<file path="config.mk">
export PLATFORM = sky130hd
export DESIGN_NAME = tx_word_feeder
export DESIGN_NICKNAME = d
export VERILOG_FILES = /design/src/rtl/tx_pkg.sv /design/src/rtl/tx_word_fifo.sv /design/src/rtl/tx_word_feeder.sv
export SDC_FILE = /design/constraint.sdc
export NUM_CORES = 1
export LEC_CHECK = 0
export CELL_PAD_IN_SITES_DETAIL_PLACEMENT = 1
export CELL_PAD_IN_SITES_GLOBAL_PLACEMENT = 1
export CORE_MARGIN = 2
export CORE_UTILIZATION = 50
export CTS_BUF_LIST = sky130_fd_sc_hd__clkbuf_4 sky130_fd_sc_hd__clkbuf_8
export CTS_CLUSTER_DIAMETER = 50
export CTS_CLUSTER_SIZE = 10
export DETAILED_ROUTE_END_ITERATION = 7
export DONT_BUFFER_PORTS = 1
export PLACE_DENSITY_LB_ADDON = 0.1
export SKIP_CTS_REPAIR_TIMING = 1
export SLEW_MARGIN = 20
export SYNTH_ARGS = -nofsm -noshare
export SYNTH_HDL_FRONTEND = slang
export SYNTH_SLANG_ARGS = --single-unit
</file>
<file path="constraint.sdc">
create_clock -name clk -period 2.2 [get_ports clk]
set_input_delay 0.11 -clock clk [delete_from_list [all_inputs] [get_ports clk]]
set_output_delay 0.11 -clock clk [all_outputs]
set_load 0.01 [all_outputs]
</file>
<file path="src/rtl/tx_pkg.sv">
// tx_pkg: shared types, PRBS-31 constants and step function for the TX word feeder.
// Contents:
//   tx_mode_e    - encoding of the 2-bit mode input (IDLE, CLKPAT, DATA, PRBS)
//   tx_state_e   - feeder FSM states
//   PRBS31_*     - polynomial x^31 + x^28 + 1 expressed as state-bit taps
//   prbs31_step  - advance an LFSR n steps, returning new state and the n bits (bit 0 oldest)
package tx_pkg;
    typedef enum logic [1:0] {IDLE, CLKPAT, DATA, PRBS} tx_mode_e;
    typedef enum logic [1:0] {S_IDLE, S_CLKPAT, S_DATA, S_PRBS} tx_state_e;
    localparam int PRBS31_LEN    = 31;
    // state[0] is the newest bit, so state[30] is 31 bits back and state[27] is 28 back
    localparam int PRBS31_TAP_HI = 30;
    localparam int PRBS31_TAP_LO = 27;
    localparam int PRBS_MAX_BITS = 64;
    typedef struct packed {
        logic [PRBS31_LEN-1:0]    state;
        logic [PRBS_MAX_BITS-1:0] bits;
    } prbs_res_t;
    function automatic prbs_res_t prbs31_step(input logic [PRBS31_LEN-1:0] state, input int n);
        prbs_res_t r;
        logic nb;
        r.state = state;
        r.bits  = '0;
        for (int i = 0; i < PRBS_MAX_BITS; i++) begin
            if (i < n) begin
                nb        = r.state[PRBS31_TAP_HI] ^ r.state[PRBS31_TAP_LO];
                r.bits[i] = nb;
                r.state   = {r.state[PRBS31_LEN-2:0], nb};
            end
        end
        return r;
    endfunction
endpackage

</file>
<file path="src/rtl/tx_word_fifo.sv">
// tx_word_fifo: small synchronous FIFO buffering link-layer words for the feeder.
// Ports:
//   clk, rstb       - clock, asynchronous active-low reset
//   flush           - synchronous clear; a push or pop in the same cycle is dropped
//   push, wdata     - write request and word (ignored when full)
//   pop, rdata      - read request (ignored when empty) and head-of-queue word
//   full, empty     - occupancy flags decoded from the registered count
//   count           - number of stored words, 0..DEPTH
module tx_word_fifo #(
    parameter int WIDTH = 32,
    parameter int DEPTH = 4
) (
    input  logic                     clk,
    input  logic                     rstb,
    input  logic                     flush,
    input  logic                     push,
    input  logic [WIDTH-1:0]         wdata,
    input  logic                     pop,
    output logic [WIDTH-1:0]         rdata,
    output logic                     full,
    output logic                     empty,
    output logic [$clog2(DEPTH):0]   count
);
    localparam int AW = $clog2(DEPTH);
    logic [WIDTH-1:0] mem [DEPTH];
    logic [AW-1:0]    wr_ptr, rd_ptr;
    logic             do_push, do_pop;
    assign full    = count == (AW+1)'(DEPTH);
    assign empty   = count == '0;
    assign rdata   = mem[rd_ptr];
    assign do_push = push && !full && !flush;
    assign do_pop  = pop && !empty && !flush;
    always_ff @(posedge clk) begin
        if (do_push) mem[wr_ptr] <= wdata;
    end
    // pointers wrap naturally because DEPTH is a power of two
    always_ff @(posedge clk or negedge rstb) begin
        if (!rstb) begin
            wr_ptr <= '0;
            rd_ptr <= '0;
            count  <= '0;
        end else if (flush) begin
            wr_ptr <= '0;
            rd_ptr <= '0;
            count  <= '0;
        end else begin
            if (do_push) wr_ptr <= wr_ptr + 1'b1;
            if (do_pop) rd_ptr <= rd_ptr + 1'b1;
            count <= (do_push && !do_pop) ? count + 1'b1 :
                     (do_pop && !do_push) ? count - 1'b1 : count;
        end
    end
endmodule

</file>
<file path="src/rtl/tx_word_feeder.sv">
// tx_word_feeder: per-cycle word source for the TX serializer (idle, clock pattern, FIFO data, PRBS-31).
// Ports:
//   clk, rstb        - word clock, asynchronous active-low reset
//   mode             - 0 idle, 1 clock pattern, 2 data, 3 PRBS (registered before use)
//   flush            - synchronous FIFO clear
//   in_valid/in_data - link-layer word offered to the FIFO
//   in_ready         - FIFO has room (decoded from registered count)
//   dout             - registered word to serializer din, bit 0 sent first
//   dout_is_data     - dout carries a FIFO word this cycle
//   underrun_cnt     - saturating count of data-mode cycles with an empty FIFO
// Build option: define TX_WORD_FEEDER_PRBS_EN to build the PRBS-31 generator;
// without it mode 3 behaves as idle and PRBS_SEED is unused.
module tx_word_feeder
    import tx_pkg::*;
#(
    parameter int                         WIDTH     = 32,
    parameter int                         DEPTH     = 4,
    parameter logic [PRBS31_LEN-1:0]      PRBS_SEED = 31'h7FFF_FFFF
) (
    input  logic             clk,
    input  logic             rstb,
    input  logic [1:0]       mode,
    input  logic             flush,
    input  logic             in_valid,
    input  logic [WIDTH-1:0] in_data,
    output logic             in_ready,
    output logic [WIDTH-1:0] dout,
    output logic             dout_is_data,
    output logic [7:0]       underrun_cnt
);
    tx_mode_e         mode_r;
    tx_state_e        state, state_nxt;
    logic             full, empty, push, pop, underrun;
    logic [WIDTH-1:0] head, prbs_word, word_nxt;
`ifdef TX_WORD_FEEDER_PRBS_EN
    localparam tx_state_e             MODE3_STATE = S_PRBS;
    localparam logic [PRBS31_LEN-1:0] SEED        = (PRBS_SEED == '0) ? 31'h1 : PRBS_SEED;
    logic [PRBS31_LEN-1:0] lfsr;
    prbs_res_t             step;
    assign step      = prbs31_step(lfsr, WIDTH);
    assign prbs_word = step.bits[WIDTH-1:0];
    // the generator only advances while its words are being emitted, so re-entry resumes the sequence
    always_ff @(posedge clk or negedge rstb) begin
        if (!rstb) lfsr <= SEED;
        else if (state == S_PRBS) lfsr <= step.state;
    end
`else
    localparam tx_state_e MODE3_STATE = S_IDLE;
    assign prbs_word = '0;
`endif
    tx_word_fifo #(.WIDTH(WIDTH), .DEPTH(DEPTH)) u_fifo (
        .clk   (clk),
        .rstb  (rstb),
        .flush (flush),
        .push  (push),
        .wdata (in_data),
        .pop   (pop),
        .rdata (head),
        .full  (full),
        .empty (empty),
        .count ()
    );
    assign in_ready = !full;
    assign push     = in_valid && in_ready;
    assign pop      = state == S_DATA && !empty && !flush;
    assign underrun = state == S_DATA && empty;
    always_comb begin
        state_nxt = mode_r == CLKPAT ? S_CLKPAT :
                    mode_r == DATA   ? S_DATA   :
                    mode_r == PRBS   ? MODE3_STATE : S_IDLE;
        word_nxt  = state == S_CLKPAT ? {WIDTH/2{2'b10}} :
                    pop               ? head :
                    state == S_PRBS   ? prbs_word : '0;
    end
    always_ff @(posedge clk or negedge rstb) begin
        if (!rstb) begin
            mode_r       <= IDLE;
            state        <= S_IDLE;
            dout         <= '0;
            dout_is_data <= 1'b0;
            underrun_cnt <= '0;
        end else begin
            mode_r       <= tx_mode_e'(mode);
            state        <= state_nxt;
            dout         <= word_nxt;
            dout_is_data <= pop;
            if (underrun && underrun_cnt != 8'hFF) underrun_cnt <= underrun_cnt + 8'd1;
        end
    end
endmodule

</file>
==> results of run 1 <==
cell usage in the layout (no fill, tap or decap), types with 5 or more instances in the layout:
cell / Yosys / final
sky130_fd_sc_hd__o21ai_0: 10 / 10
sky130_fd_sc_hd__dlygate4sd3_1: 0 / 37
sky130_fd_sc_hd__ha_1: 5 / 5
sky130_fd_sc_hd__inv_1: 25 / 25
sky130_fd_sc_hd__clkbuf_8: 0 / 19
sky130_fd_sc_hd__xnor2_1: 5 / 5
sky130_fd_sc_hd__clkinv_2: 0 / 6
sky130_fd_sc_hd__edfxtp_1: 128 / 128
sky130_fd_sc_hd__nor2b_1: 20 / 20
sky130_fd_sc_hd__nand3_1: 9 / 9
sky130_fd_sc_hd__dfrtp_1: 52 / 48
sky130_fd_sc_hd__nor2_1: 9 / 9
sky130_fd_sc_hd__o21ai_1: 7 / 7
sky130_fd_sc_hd__mux4_2: 32 / 32
sky130_fd_sc_hd__buf_4: 1 / 10
worst register-to-register path: stages (launching register included):
cell                       delay, ns
sky130_fd_sc_hd__dfrtp_2        0.44
sky130_fd_sc_hd__nor3b_4        0.27
sky130_fd_sc_hd__nor3_2         0.11
sky130_fd_sc_hd__nor2b_1        0.16
sky130_fd_sc_hd__fa_2           0.35
sky130_fd_sc_hd__a2111o_1       0.37
sky130_fd_sc_hd__a21o_1         0.20
sky130_fd_sc_hd__a21oi_2        0.13
metrics by stage:
| stage | total power [mW] | std cells |
|---|---|---|
| global placement | 4.95 | 526 |
| detailed placement | 5.00 | 526 |
| global route | 7.35 | 597 |
| finish | 7.03 | 597 |
| CTS | 6.97 | 558 |
| floorplan | 4.75 | 350 |
layout make-up:
| type | instances | area, µm² | area share (%) |
|---|---|---|---|
| multi-input combinational | 132 | 1410 | 18.2 |
| tap | 176 | 220 | 2.83 |
| clock inverter | 9 | 55.1 | 0.708 |
| inverter | 25 | 93.8 | 1.21 |
| clock buffer | 23 | 292 | 3.75 |
| timing repair buffer | 52 | 553 | 7.11 |
| sequential | 180 | 5150 | 66.2 |
per-layer routing:
metal | GRT usage (%) | up-vias | routed length [µm]
met4 | 6.69 | 0 | 203
met1 | 24.2 | 1727 | 5670
li1 | - | 1432 | -
met3 | 6.56 | 16 | 543
met5 | 0 | - | 0
met2 | 29.6 | 72 | 6280
cell families (layout without fill, tap and decap cells):
family	count (synthesis)	in the layout
flops	180	180
simple gates	57	57
buf+inv	38	109
mux	36	36
compound gates	25	25
xor+xnor	8	8
fa+ha+maj	6	6
state kept, by name (all words and copies together) (netlist names):
signal / cells
dout: 32
dout_is_data: 1
mode_r: 2
state: 2
u_fifo.count: 3
u_fifo.mem: 128
u_fifo.rd_ptr: 2
u_fifo.wr_ptr: 2
underrun_cnt: 8
report_power, final:
| group | switching, mW | internal, mW | total [mW] |
|---|---|---|---|
| clock network | 1.10 | 0.886 | 1.99 |
| logic | 0.486 | 0.469 | 0.955 |
| registers | 0.194 | 3.89 | 4.09 |
| total | 1.78 | 5.25 | 7.03 |
path summary, 6_finish.rpt:
check	startpoint	to	slack [ns]
worst min-delay path	in_valid	u_fifo.count[2]	0.09
min in group asynchronous	rstb	dout_is_data	0.24
max in group asynchronous	rstb	u_fifo.rd_ptr[0]	1.70
worst max-delay path	u_fifo.count[1]	u_fifo.count[2]	0.11
worst min register to register	mode_r[0]	state[1]	0.42
worst max register to register	u_fifo.count[1]	u_fifo.count[2]	0.11
==> out/results.ini, run 1 <==
[outcome]
result_of_the_run = complete, no violations

[die]
total_die_area_mm2 = 0.0143
floorplan.io_pins = 80
core_mm2 = 0.0131
floorplan.initialDensity_pct = 50.9
vertical_die_dimension_um = 120
die_width_um = 120
rows = 42

[grt]
initial_antenna_violation_count = 0
grt_pass1_vias = 3338
grt_start_max_net_pins = 53
globalRouteTotalUtil_pct = 18.7
gr-total-overflow = 0
grt_pass1_wl_um = 19200

[yosys]
synth_simple_gate_area_share_pct = 4.85
postSynthRegisterBits = 180
post_synth_main_area_contributors = sky130_fd_sc_hd__edfxtp_1 (57%), sky130_fd_sc_hd__dfrtp_1 (19%), sky130_fd_sc_hd__mux4_2 (11%)
synth_top_family_by_area = multiplexers
synth_most_common_cell = sky130_fd_sc_hd__edfxtp_1
synth_async_sr_flop_share_pct = 28.9
synth_area_in_compound_gates_pct = 2.23
most_frequent_cells_after_synthesis = sky130_fd_sc_hd__edfxtp_1 (128), sky130_fd_sc_hd__dfrtp_1 (52), sky130_fd_sc_hd__mux4_2 (32)
synth_fa_ha_area_share_pct = 1.23
post_synth_inst_count = 350
mean_instance_size_in_the_synthesized_netlist_um2 = 19.1
synth_xor_area_share_pct = 1.05
ys_dominant_reg_cell = sky130_fd_sc_hd__edfxtp_1
synth_top_area_share_pct = 57.5
synth.lib_cells_used.distinct = 34
synth_sequential_area_ratio_pct = 76.9
synth-edff-count = 128
synth_top_area_cell = sky130_fd_sc_hd__edfxtp_1
yosys_warnings = 0
synth_area_mm2 = 0.00669
synthMuxAreaShare_pct = 11.4
total_nets_after_synthesis = 394

[timing]
worst_slew_margin_rel_pct = 49.7
setup_viol = 0
finalSetupTns_ns = 0
final_period_minus_worst_setup_slack_ns = 2.09
finalHoldViolations = 0
worstMarginPinSlew_ns = 0.755
final-max-slew-violation-count = 0
max_freq_ghz = 0.479
post_layout_worst_setup_margin_ns = 0.110
finalClockSkew_ns = 0.00669
timing.final.crit_share_pct = 95.0
hold_ws_ns = 0.0946
rsz0062_at_grt = no

[drt]
number_of_design_rule_violations_left_by_the_first_detailed_router_iteration = 167
drcViolationCount = 0
drt_pass1_iterations = 4
detail_route.wirelength_um = 12700
viasPerCell = 5.44
vias = 3247
route.antenna.remaining_nets = 0
routed_wire_length_per_instance_um = 21.3

[clock_tree]
cts_inserted_buffers = 17
cts-root-buf = sky130_fd_sc_hd__clkbuf_8
tritoncts = done
cts_max_path_buffers = 2
htree_levels = 4
clock_latency_late_sink_ns = 0.45
tritoncts_num_sinks = 180
path_clk_slew_ns = 0.08

[placed_design]
io_buffer_count = 0
place_hpwl_um = 7480
finalWeightedCongestion = 0.772
dpl_cell_area_mm2 = 0.00701
post-place-ws_ns = 0.0105

[final_layout]
fin_area_mm2 = 0.00777
area_growth_pct = 16.3
final_nets = 452
drive_above_1_share_pct = 23.0
post-route-util_pct = 59.2
fillerInstances = 1168
antennaDiodeCount = 0

[setup_path]
cpLargestDelayFamily = compound AO/OA/AOI/OAI gates
worst-path-max-fanout = 5
startpoint_type = flop
reg2reg_depth = 7
critPathSlowestCell = sky130_fd_sc_hd__dfrtp_2
worst-path-stages = 7
cp.buffers_inverters = 0
cp_cell_sequence = nor3b_4 > nor3_2 > nor2b_1 > fa_2 > a2111o_1 > a21o_1 > a21oi_2
critical_path.endpoint_type = flop
timing.setup.critical_path_class = reg2reg
critPathRequiredTime_ns = 2.58
critPathArrivalTime_ns = 2.47
critical_path.max_stage_delay_ns = 0.44

[min_path]
hold_path_depth = 4
worst_hold_path_type = in2reg

[power]
pwr_density_cell_mw_per_mm2 = 904
vdd.ir_drop.worst_mv = 0.474
p_leak_nw = 2.79

[flow_run]
max_cap_viol_count = 0

Note: power is estimated with default switching activity, not from simulation.
==> inputs of run 2 (changes only) <==
PLACE_DENSITY_LB_ADDON = 0.3   (was 0.1)
==> run 2 against run 1 <==
Effect of this change: setup slack gained 0.0096 ns; via count increased by 0.77%; fmax increased by 0.46%; wire length up 0.80%; die area is the same; power grew 5.8%; global-route usage hardly changed; non-clock buffer count rose by 7; critical endpoint unchanged; largest cell class unchanged.
==> out/results.ini, run 2 (same netlist as run 1, synthesis figures left out) <==
[drt]
viasPerCell = 5.42  ; -0.40%
drt_pass1_iterations = 6  ; +2
vias = 3272  ; +0.77%
route.antenna.remaining_nets = 0  ; unchanged
drcViolationCount = 0  ; unchanged
routed_wire_length_per_instance_um = 21.2  ; -0.36%
detail_route.wirelength_um = 12800  ; +0.80%
number_of_design_rule_violations_left_by_the_first_detailed_router_iteration = 187  ; +12%

[power]
clock_power_share_pct = 31.5  ; +3.2 points
pwr_density_cell_mw_per_mm2 = 946  ; +4.6%
p_comb_share_pct = 13.6  ; about the same
p_leak_nw = 2.84  ; +1.8%
design_power_total_mw = 7.44  ; +5.8%
sequential_fraction_of_design_power_pct = 54.9  ; -3.2 points
power_switching_mw = 1.87  ; +5.0%
power.share.switching_pct = 25.2  ; -0.19 points
power_report.internal_total_mw = 5.57  ; +6.1%
vdd.ir_drop.worst_mv = 0.537  ; +13%

[clock_tree]
cts_max_path_buffers = 2  ; unchanged
clock_latency_late_sink_ns = 0.45  ; about the same
path_clk_slew_ns = 0.09  ; about the same
cts_inserted_buffers = 17  ; unchanged
htree_levels = 4  ; unchanged
tritoncts = done
cts-root-buf = sky130_fd_sc_hd__clkbuf_8
tritoncts_num_sinks = 180  ; unchanged

[timing]
finalHoldViolations = 0  ; unchanged
setup_viol = 0  ; unchanged
finalClockSkew_ns = 0.0127  ; +0.00598 ns
final-max-slew-violation-count = 0  ; unchanged
finalSetupTns_ns = 0  ; unchanged
timing.final.crit_share_pct = 94.5  ; -0.44 points
final_period_minus_worst_setup_slack_ns = 2.08  ; -0.00965 ns
worst_slew_margin_rel_pct = 55.1  ; +5.4 points
post_layout_worst_setup_margin_ns = 0.120  ; +0.00965 ns
max_freq_ghz = 0.481  ; +0.46%
worstMarginPinSlew_ns = 0.674  ; -0.0813 ns

[grt]
grt_start_max_net_pins = 53  ; unchanged
grt_pass1_wl_um = 19500  ; +1.3%
gr-total-overflow = 0  ; unchanged
grt_pass1_vias = 3399  ; +1.8%
initial_antenna_violation_count = 0  ; unchanged
globalRouteTotalUtil_pct = 18.7  ; +0.023 points

[final_layout]
area_growth_pct = 17.6
layout.cells.most_common = sky130_fd_sc_hd__edfxtp_1
top_register = u_fifo.mem
post-route-util_pct = 59.9  ; +0.70 points
layout.cells.most_common_list = sky130_fd_sc_hd__edfxtp_1 (128), sky130_fd_sc_hd__dfrtp_1 (48), sky130_fd_sc_hd__dlygate4sd3_1 (37)
final_nets = 459  ; +1.5%
layout.area.seq_mm2 = 0.00515  ; unchanged
antennaDiodeCount = 0  ; unchanged
fillerInstances = 1158  ; -0.86%
biggestRegsByFlops = u_fifo.mem x128, dout x32, underrun_cnt x8
combined_area_of_the_multi_input_logic_cells_mm2 = 0.00141  ; about the same
drive_above_1_share_pct = 24.1  ; +1.0 points
largest_reg_flops = 128  ; unchanged

[setup_path]
critical_path.max_stage_delay_ns = 0.45  ; about the same
critPathArrivalTime_ns = 2.46  ; about the same
cp.buffers_inverters = 0  ; unchanged
cp_cell_sequence = nor3b_4 > nor3_2 > nor2b_1 > fa_2 > a2111o_1 > a21o_1 > a21oi_2
reg2reg_setup_slack_ns = 0.12  ; about the same
critPathRequiredTime_ns = 2.58  ; about the same
startpoint_type = flop
worst-path-max-fanout = 5  ; unchanged
critPathSlowestCell = sky130_fd_sc_hd__dfrtp_2
timing.setup.critical_path_class = reg2reg
cpLargestDelayFamily = compound AO/OA/AOI/OAI gates
critical_path.endpoint_type = flop

[die]
floorplan.initialDensity_pct = 50.9  ; unchanged
core_mm2 = 0.0131  ; unchanged
total_die_area_mm2 = 0.0143  ; unchanged
vertical_die_dimension_um = 120  ; unchanged
die_width_um = 120  ; unchanged
floorplan.io_pins = 80  ; unchanged
rows = 42  ; unchanged

[placed_design]
place_hpwl_um = 7520  ; +0.46%
post-place-ws_ns = -0.00294  ; -0.0134 ns
io_buffer_count = 0  ; unchanged
finalWeightedCongestion = 0.700  ; -9.4%

[min_path]
worst_hold_path_type = in2reg

[flow_run]
max_cap_viol_count = 0  ; unchanged

[outcome]
result_of_the_run = complete, no violations

==> run 2: per-layer routing <==
| metal | track usage (%) | vias to the layer above | wire length [µm] |
|---|---|---|---|
| met2 | 31.2 | 72 | 6790 |
| li1 | - | 1446 | - |
| met3 | 6.56 | 21 | 590 |
| met4 | 7.28 | 0 | 227 |
| met1 | 22.5 | 1733 | 5190 |
| met5 | 0 | - | 0 |
==> run 2: path summary, 6_finish.rpt <==
check,startpoint,to,cells after the start
worst max-delay path,u_fifo.count[1],u_fifo.count[2],7
worst min-delay path,in_valid,u_fifo.count[2],4
worst max register to register,u_fifo.count[1],u_fifo.count[2],7
worst min register to register,mode_r[1],state[0],1
max in group asynchronous,rstb,u_fifo.rd_ptr[1],2
min in group asynchronous,rstb,dout[27],2
==> run 2: metrics by stage <==
| stage | hold slack (ns) | instances | cell area, µm² |
|---|---|---|---|
| after global routing | 0.0960 | 604 | 7870 |
| final | 0.0781 | 604 | 7870 |
| after floorplan | -0.186 | 350 | 6690 |
| after detailed placement | -0.184 | 527 | 6980 |
| after global placement | -0.184 | 527 | 6980 |
| after CTS | -0.692 | 559 | 7400 |
==> run 2: power groups by stage <==
stage          sequential, mW  combinational [mW]  clock [mW]
3_5_place_dp             4.16               0.830           0
3_3_place_gp             4.14               0.808           0
6_report                 4.08                1.01        2.34
4_1_cts                  4.08               0.839        2.41
5_1_grt                  4.11                1.13        2.53
2_1_floorplan            4.11               0.640           0
==> run 2: area by class of cell <==
| class | instances | share of cell area [%] |
|---|---|---|
| flip-flops and latches | 180 | 65.5 |
| multi-input cells | 132 | 17.9 |
| repair buffers | 59 | 7.22 |
| clock buffers | 18 | 3.15 |
| well taps | 176 | 2.80 |
| clock inverters | 14 | 2.24 |
| inverters | 25 | 1.19 |
==> run 2: worst register-to-register path, cell delays in order (launching register included) <==
cell and delay [ns]:
sky130_fd_sc_hd__dfrtp_2 0.45, sky130_fd_sc_hd__nor3b_4 0.26, sky130_fd_sc_hd__nor3_2 0.09, sky130_fd_sc_hd__nor2b_1 0.15, sky130_fd_sc_hd__fa_2 0.34, sky130_fd_sc_hd__a2111o_1 0.40, sky130_fd_sc_hd__a21o_1 0.19, sky130_fd_sc_hd__a21oi_2 0.13
